[config.mk]
export PLATFORM = sky130hd
export DESIGN_NAME = spi_slave_shifter
export DESIGN_NICKNAME = d
export VERILOG_FILES = /design/src/rtl/spi_slave_shifter.sv
export SDC_FILE = /design/constraint.sdc
export NUM_CORES = 1
export LEC_CHECK = 0
export CELL_PAD_IN_SITES_DETAIL_PLACEMENT = 0
export CELL_PAD_IN_SITES_GLOBAL_PLACEMENT = 1
export CORE_ASPECT_RATIO = 1.25
export CORE_MARGIN = 5
export CORE_UTILIZATION = 44
export DETAILED_ROUTE_END_ITERATION = 16
export PLACE_DENSITY_LB_ADDON = 0.08
export SYNTH_ARGS = -nofsm -noshare
export SYNTH_HDL_FRONTEND = slang
export SYNTH_SLANG_ARGS = --single-unit
[constraint.sdc]
create_clock -name pclk -period 2.7 [get_ports pclk]
set_input_delay 0.675 -clock pclk [delete_from_list [all_inputs] [get_ports pclk]]
set_output_delay 0.675 -clock pclk [all_outputs]
set_load 0.03 [all_outputs]
[src/rtl/spi_slave_shifter.sv]
// SPI slave byte shifter: synchronizes the SPI pins and exchanges one byte per frame with single-byte tx/rx holding registers.
// Latency: pin edges act SYNC_STAGES+1 pclk cycles after they occur; a received byte lands in rx_data_o one cycle after its last sample edge.
// Backpressure: none; tx writes are dropped while tx_buf is occupied, and a byte arriving while rx_full_o=1 is dropped with overrun_o set.
// Optional LSB-first support is compiled in with macro SPI_SLAVE_LSBFE_EN.
module spi_slave_shifter #(
    parameter int SYNC_STAGES = 2
) (
    input  logic       pclk,
    input  logic       preset,
    input  logic       spi_en_i,
    input  logic       cpol_i,
    input  logic       cpha_i,
    input  logic       lsbfe_i,
    input  logic       sclk_i,
    input  logic       ss_i,
    input  logic       mosi_i,
    output logic       miso_o,
    output logic       miso_oe_o,
    input  logic [7:0] tx_data_i,
    input  logic       tx_wr_i,
    output logic       tx_empty_o,
    output logic [7:0] rx_data_o,
    output logic       rx_full_o,
    input  logic       rx_rd_i,
    output logic       overrun_o,
    output logic       busy_o
);

    typedef enum logic [1:0] {
        ST_IDLE  = 2'd0,
        ST_SHIFT = 2'd1,
        ST_DONE  = 2'd2
    } state_t;

    state_t                 state;
    logic [SYNC_STAGES-1:0] sclk_sync;
    logic [SYNC_STAGES-1:0] ss_sync;
    logic [SYNC_STAGES-1:0] mosi_sync;
    logic                   sclk_d;
    logic                   ss_d;
    logic                   mosi_d;
    logic [2:0]             bit_cnt;
    logic [7:0]             tx_buf;
    logic [7:0]             tx_sr;
    logic [7:0]             rx_sr;
    logic                   lsb_first;

`ifdef SPI_SLAVE_LSBFE_EN
    assign lsb_first = lsbfe_i;
`else
    logic unused_lsbfe;
    assign unused_lsbfe = lsbfe_i;
    assign lsb_first    = 1'b0;
`endif

    // Next bit to drive sits at the head of tx_sr; advancing drops it.
    function automatic logic head_bit(input logic [7:0] v, input logic lsb);
        return lsb ? v[0] : v[7];
    endfunction

    function automatic logic [7:0] advance(input logic [7:0] v, input logic lsb);
        return lsb ? {1'b0, v[7:1]} : {v[6:0], 1'b0};
    endfunction

    logic       sclk_s, ss_s;
    logic       sclk_rise, sclk_fall, ss_fall, ss_rise;
    logic       lead_edge, trail_edge, sample_edge, drive_edge;
    logic [7:0] load_byte, load_sr, rx_next;
    logic       do_load;

    assign sclk_s      = sclk_sync[SYNC_STAGES-1];
    assign ss_s        = ss_sync[SYNC_STAGES-1];
    assign sclk_rise   = sclk_s & ~sclk_d;
    assign sclk_fall   = ~sclk_s & sclk_d;
    assign ss_fall     = ~ss_s & ss_d;
    assign ss_rise     = ss_s & ~ss_d;
    assign lead_edge   = cpol_i ? sclk_fall : sclk_rise;
    assign trail_edge  = cpol_i ? sclk_rise : sclk_fall;
    assign sample_edge = cpha_i ? trail_edge : lead_edge;
    assign drive_edge  = cpha_i ? lead_edge : trail_edge;
    // An empty holding buffer transmits all ones.
    assign load_byte   = tx_empty_o ? 8'hFF : tx_buf;
    // With cpha=0 the first bit goes out at load time, so the shifter keeps only the rest.
    assign load_sr     = cpha_i ? load_byte : advance(load_byte, lsb_first);
    assign rx_next     = lsb_first ? {mosi_d, rx_sr[7:1]} : {rx_sr[6:0], mosi_d};
    assign do_load     = spi_en_i && (((state == ST_IDLE) && ss_fall) || (state == ST_DONE));

    // Pin synchronizers plus one edge-detect stage per pin.
    always_ff @(posedge pclk) begin
        if (preset) begin
            sclk_sync <= '1;
            ss_sync   <= '1;
            mosi_sync <= '0;
            sclk_d    <= 1'b1;
            ss_d      <= 1'b1;
            mosi_d    <= 1'b0;
        end else begin
            sclk_sync <= {sclk_sync[SYNC_STAGES-2:0], sclk_i};
            ss_sync   <= {ss_sync[SYNC_STAGES-2:0], ss_i};
            mosi_sync <= {mosi_sync[SYNC_STAGES-2:0], mosi_i};
            sclk_d    <= sclk_s;
            ss_d      <= ss_s;
            mosi_d    <= mosi_sync[SYNC_STAGES-1];
        end
    end

    // Frame FSM with registered outputs, plus tx/rx holding-register bookkeeping.
    always_ff @(posedge pclk) begin
        if (preset) begin
            state      <= ST_IDLE;
            miso_o     <= 1'b0;
            miso_oe_o  <= 1'b0;
            busy_o     <= 1'b0;
            bit_cnt    <= 3'd0;
            tx_sr      <= 8'h00;
            rx_sr      <= 8'h00;
            tx_buf     <= 8'h00;
            tx_empty_o <= 1'b1;
            rx_data_o  <= 8'h00;
            rx_full_o  <= 1'b0;
            overrun_o  <= 1'b0;
        end else begin
            if (!spi_en_i) begin
                state     <= ST_IDLE;
                busy_o    <= 1'b0;
                miso_oe_o <= 1'b0;
                miso_o    <= 1'b0;
            end else begin
                case (state)
                    ST_IDLE: begin
                        if (ss_fall) begin
                            state     <= ST_SHIFT;
                            busy_o    <= 1'b1;
                            bit_cnt   <= 3'd0;
                            miso_oe_o <= 1'b1;
                            tx_sr     <= load_sr;
                            miso_o    <= cpha_i ? 1'b0 : head_bit(load_byte, lsb_first);
                        end
                    end
                    ST_SHIFT: begin
                        if (ss_rise) begin
                            state     <= ST_IDLE;
                            busy_o    <= 1'b0;
                            miso_oe_o <= 1'b0;
                            miso_o    <= 1'b0;
                        end else if (sample_edge) begin
                            rx_sr   <= rx_next;
                            bit_cnt <= bit_cnt + 3'd1;
                            if (bit_cnt == 3'd7) begin
                                state <= ST_DONE;
                            end
                        end else if (drive_edge && (cpha_i || (bit_cnt != 3'd0))) begin
                            // cpha=0: the trailing edge after the last sample belongs to the
                            // previous byte (bit_cnt wrapped to 0), so it must not shift.
                            miso_o <= head_bit(tx_sr, lsb_first);
                            tx_sr  <= advance(tx_sr, lsb_first);
                        end
                    end
                    ST_DONE: begin
                        bit_cnt <= 3'd0;
                        tx_sr   <= load_sr;
                        if (!cpha_i) begin
                            miso_o <= head_bit(load_byte, lsb_first);
                        end
                        if (ss_s) begin
                            state     <= ST_IDLE;
                            busy_o    <= 1'b0;
                            miso_oe_o <= 1'b0;
                            miso_o    <= 1'b0;
                        end else begin
                            state <= ST_SHIFT;
                        end
                    end
                    default: begin
                        state     <= ST_IDLE;
                        busy_o    <= 1'b0;
                        miso_oe_o <= 1'b0;
                        miso_o    <= 1'b0;
                    end
                endcase
            end

            // Receive holding register: a read in the same cycle frees room for the new byte.
            if (spi_en_i && (state == ST_DONE)) begin
                if (!rx_full_o || rx_rd_i) begin
                    rx_data_o <= rx_sr;
                    rx_full_o <= 1'b1;
                    if (rx_rd_i) begin
                        overrun_o <= 1'b0;
                    end
                end else begin
                    overrun_o <= 1'b1;
                end
            end else if (rx_rd_i) begin
                rx_full_o <= 1'b0;
                overrun_o <= 1'b0;
            end

            // Transmit holding register: a load frees it, a write into a free buffer fills it.
            if (do_load) begin
                tx_empty_o <= 1'b1;
            end
            if (tx_wr_i && tx_empty_o) begin
                tx_buf     <= tx_data_i;
                tx_empty_o <= 1'b0;
            end
        end
    end

endmodule

* After elaboration in Yosys (flattened, before gate mapping)
Index checks and enable logic that the tools add are counted.
** Word-level totals
- Output and inout bits :: 14
- Word-level logic and storage cells :: 108
- Flip-flop bits (word level) :: 51
- Bits of input ports :: 19
** Cells by class
- Add/subtract/negate cells :: 1
- Equal/unequal tests :: 16
- Reduce and logical (&&, ||, !) cells :: 23
- Multiplexer cells :: 41
- Bitwise gates (word level) :: 10
** Operator list (count)
- 2-to-1 mux 8 bit :: 6
- case mux 8 bit (3 select lines) :: 1
- 2-to-1 mux 1 bit :: 23
- != test 3 bit (second input constant) :: 5
- != test 2 bit (second input constant) :: 7
- 2-to-1 mux 3 bit :: 3
- case mux 3 bit (3 select lines) :: 1
- 2-to-1 mux 2 bit :: 4
- AND reduction 4 bit :: 2
- NOT 1 bit :: 6
- case mux 1 bit (3 select lines) :: 2
- case mux 2 bit (3 select lines) :: 1
- AND reduction 3 bit :: 2
- AND reduction 6 bit :: 1
- nonzero test 3 bit :: 2
- logical AND 1 bit :: 5
- AND reduction 5 bit :: 1
- bitwise AND 1 bit :: 4
- AND reduction 2 bit :: 2
- nonzero test 2 bit :: 2
- adder 3 x 1 -> 3 bit (second input constant) :: 1
- equality test 3 bit (second input constant) :: 1
- logical OR 1 bit :: 3
- equality test 2 x 1 -> 1 bit (second input constant) :: 1
- other kinds (5) :: 5

* Logic depth before layout (Yosys ltp)
- Depth in word-level cells :: 9
- Gate-level depth with buffers :: 7
- Depth with buffers taken out :: 6

* Worst setup path after synthesis
No wires, ideal clock.
- Kind :: in2reg
- Start :: input port cpol_i
- End :: register tx_sr[6]
- Path buffers :: 1
- Cell stages on the path :: 6
- Data arrival time :: 1846 ps
- Slack :: 721 ps
- Setup time :: 133 ps
- Data required time :: 2567 ps
- Cells stage by stage :: or3b_1 > a221oi_2 > nor3_1 > buf_6 > o21ai_0 > o41ai_2
** Between the ends
- Cells in the longest elaborated chain, start to end :: 5
- Elaborated cells on any way between the ends :: 8
- Those cells by class :: eq/ne: 2; mux: 4; reduce/logical: 2
** RTL lines
- start: declaration :: RTL line 11 : input logic cpol_i,
- 2-to-1 mux 1 bit (on tied branches) :: RTL line 78, 77
- 2-to-1 mux 1 bit :: RTL line 80 : assign drive_edge = cpha_i ? lead_edge : trail_edge;
- logical AND 1 bit :: RTL line 152 : end else if (drive_edge && (cpha_i || (bit_cnt != 3'd0))) begin
- != test 2 bit (no line)
- AND reduction 6 bit (no line) (*)
- end signal: assignment :: RTL line 136 : tx_sr <= load_sr;
- end signal: assignment :: RTL line 156 : tx_sr <= advance(tx_sr, lsb_first);
- end signal: assignment :: RTL line 161 : tx_sr <= load_sr;
- end: declaration :: RTL line 44 : logic [7:0] tx_sr;
Mark *: on every way between the ends. The rest lies on a longest branch, timed or not.
A chain may end at the register's enable or synchronous reset.

* Final worst setup path
Ends and elaborated chain as after synthesis.

==> key figures <==
Run status
  – Status: finished, final reports clean

Timing
  – Fmax: between 400 and 500 MHz
  – Max_slew headroom: 28.4%
  – Clock skew: around 9.4 ps
  – Pins Over Slew Limit: 0
  – Pin slew with the least headroom to its limit: between 1000 and 1500 ps
  – Setup ws final: 421 ps
  – Final Hold Vio Count: 0
  – Final period util: between 80% and 90%
  – Final setup TNS: 0 ps
  – Unrepaired setup endpoints after global routing: no
  – Final setup violation count: 0
  – Fin crit period: between 2000 and 2500 ps

Layout
  – Layout cells sized above 1: 13.3%
  – Final Cell Area: roughly 2800 um^2
  – Antenna cells: 0
  – P&R area growth vs syn: 21.5%
  – Final Net Count: roughly 300
  – Fin cells: 340

Detailed routing
  – Vias: ~1,800
  – Detailed-route wire length: 4500 um
  – Drt first pass iters: 4
  – Initial DRC count: 62
  – Residual DRC: 0
  – Via/cell ratio: 5.21
  – Wire per inst: roughly 13 um
  – Post-route antenna net violation count: 0

CTS
  – Clock root cell: clkbuf_8
  – Clock Latency Late Sink: 300 ps
  – # resized after CTS: 0
  – CTS tree: built
  – Setup Buffers After CTS: 0
  – Reg clk slew, reported paths: about 100 ps
  – Clock sinks: 51
  – H-tree depth: 2
  – CTS max path bufs: 2
  – Hold-fix buffers, CTS: 0
  – Num CTS Buffers: 5

Logic synthesis
  – Syn_area_per_cell: ~9.2 um^2
  – Synth cell types: 39
  – Register bit total from synthesis: 51
  – Main synth FF type: dfxtp_1
  – Syn Std Cell Area: 2270 um^2
  – EDFF count, synth: 0
  – Syn_nets: 268
  – Post-Synthesis Cells: 246
  – Post-synth ARST share: 0%
  – Ys Warns: 0
  – Register area share after synthesis: 45.0%

Worst setup path
  – Arr. time, crit path: ~2500 ps
  – Crit end category: flop
  – Kind of critical path: in2reg
  – Crit path max fanout: 15
  – Required @ worst endpoint: around 2900 ps
  – Critical path startpoint category: input pin
  – CP startpoint: cpol_i
  – FF-to-FF Start: state[1]
  – Cells on worst reg2reg path: 5

Placed design
  – Routability cong.: 0.797
  – PortBufs: 31
  – Post-place setup slack: 71.3 ps
  – DP HPWL: 3110 um
  – Dpl cells: 332
  – Area after DPL: about 2700 um^2

Global route
  – GRT Resource Usage Total: 14.3%
  – Initial antenna violation count: 0
  – Global-route wire length before repair: 7710 um
  – Number of global-route vias before repair: 1,672
  – GRT overflow: 0
  – Largest net degree at the start of global routing: 40

Pwr
  – VDD IR-drop max: approximately 0.34 mV
  – Power density cells: 502 nW/um^2
  – Leakage power: 0.989 nW

Die
  – Die height: 90.3 um
  – Die Span X: around 74 um
  – Site row count: 29
  – Starting Density: about 45%
  – # IOs: 33
  – Core ar.: 5040 um^2
  – Die area: 6700 um^2

Hold path
  – Hold Crit Class: reg2reg
  – Hold Startpoint: sclk_sync[0]
  – Hold depth: 1

Run
  – Max-Cap Viols: 0
[stage by stage]
step	utilization, %	hold WS, ps	power (mW)
6_report	54.6	415	1.38
3_5_place_dp	52.6	394	0.940
2_1_floorplan	-	389	0.882
5_1_grt	54.6	425	1.45
3_3_place_gp	52.6	394	0.940
4_1_cts	54.6	417	1.40
[synth_stat cells (4+ instances only)]
cell | count | area [um^2]
o21ai_0 | 4 | 20.0
or2_2 | 7 | 43.8
clkbuf_1 | 8 | 30.0
nor2_1 | 22 | 82.6
o21ai_1 | 8 | 40.0
nand3_1 | 8 | 40.0
a21oi_1 | 18 | 90.1
nand2_1 | 16 | 60.1
dfxtp_1 | 51 | 1020
mux2_2 | 8 | 90.1
nor3_1 | 4 | 20.0
o41ai_1 | 5 | 43.8
o31ai_1 | 8 | 60.1
nor2b_1 | 13 | 81.3
nand2b_1 | 12 | 75.1
mux2i_1 | 19 | 190
[metal layers]
metal	GRT usage [%]	wire length [um]
met1	19.3	2130
met2	22.3	2120
met3	3.79	195
met4	4.08	51
met5	0	0
[cell families (layout without fill, tap and decap cells)]
logic type | count (synthesis) | count (layout) | share of synthesized area (%)
AOI/OAI and AO/OA | 52 | 52 | 15.5
xor gates and xnor gates | 1 | 1 | 0.386
adders and majority gates | 3 | 3 | 1.66
buffers and inverters | 20 | 52 | 4.14
DFF | 51 | 51 | 45.0
muxes | 27 | 27 | 12.4
and+or+nand+nor | 92 | 92 | 21.0
[path summary, 6_finish.rpt]
check	to	slack [ps]
worst max register to register	tx_sr[6]	500
worst max-delay path	tx_sr[6]	420
worst min register to register	sclk_sync[1]	410
worst min-delay path	sclk_sync[1]	410
[worst max-delay path: stages]
cell	delay (ps)
clkdlybuf4s50_1	490
or3b_1	390
a221oi_2	270
nor3_1	140
buf_12	170
o21ai_0	200
o41ai_2	110
[power breakdown]
group / total (mW) / leakage, nW / switching [mW] / internal, mW
Clock: 0.460 / 0.0474 / 0.251 / 0.209
Combinational: 0.142 / 0.527 / 0.0720 / 0.0698
Sequential: 0.779 / 0.414 / 0.0113 / 0.768
[final cells by class]
type / instances / area [um^2]
Fill cell: 499 / 2290
Multi-Input combinational cell: 175 / 1150
Sequential cell: 51 / 1020
Timing Repair Buffer: 41 / 393
Clock buffer: 6 / 82.6
Tap cell: 62 / 77.6
Clock inverter: 2 / 16.3
Inverter: 3 / 11.3
[state kept, by name, summed over array words and instances (netlist names), 2 cells and up]
register   count
bit_cnt        3
mosi_sync      2
state          2
sclk_sync      2
ss_sync        2
rx_data_o      8
tx_buf         8
rx_sr          8
tx_sr          8
[placed cells by master, fill, tap and decap left out, drive strengths merged]
cell and instances:
and2 1, o21ba 1, o31ai 8, nand4b 1
xnor2 1, a2111oi 1, nor3 4, nand3 8
nand3b 2, clkbuf 6, mux2 8, nand2b 12
a21o 1, a221oi 1, o21ai 12, nand2 16
clkinv 1, a31oi 1, dfxtp 51, clkinvlp 1
o2111ai 1, mux2i 19, or2b 1, buf 11
or2 7, and2b 1, ha 3, a21oi 18
o21bai 1, and3 2, nor2 22, or3b 1
or3 1, nor2b 13, inv 3, o41ai 7
clkdlybuf4s50 30
No activity file was read; power rests on OpenSTA's default activity.
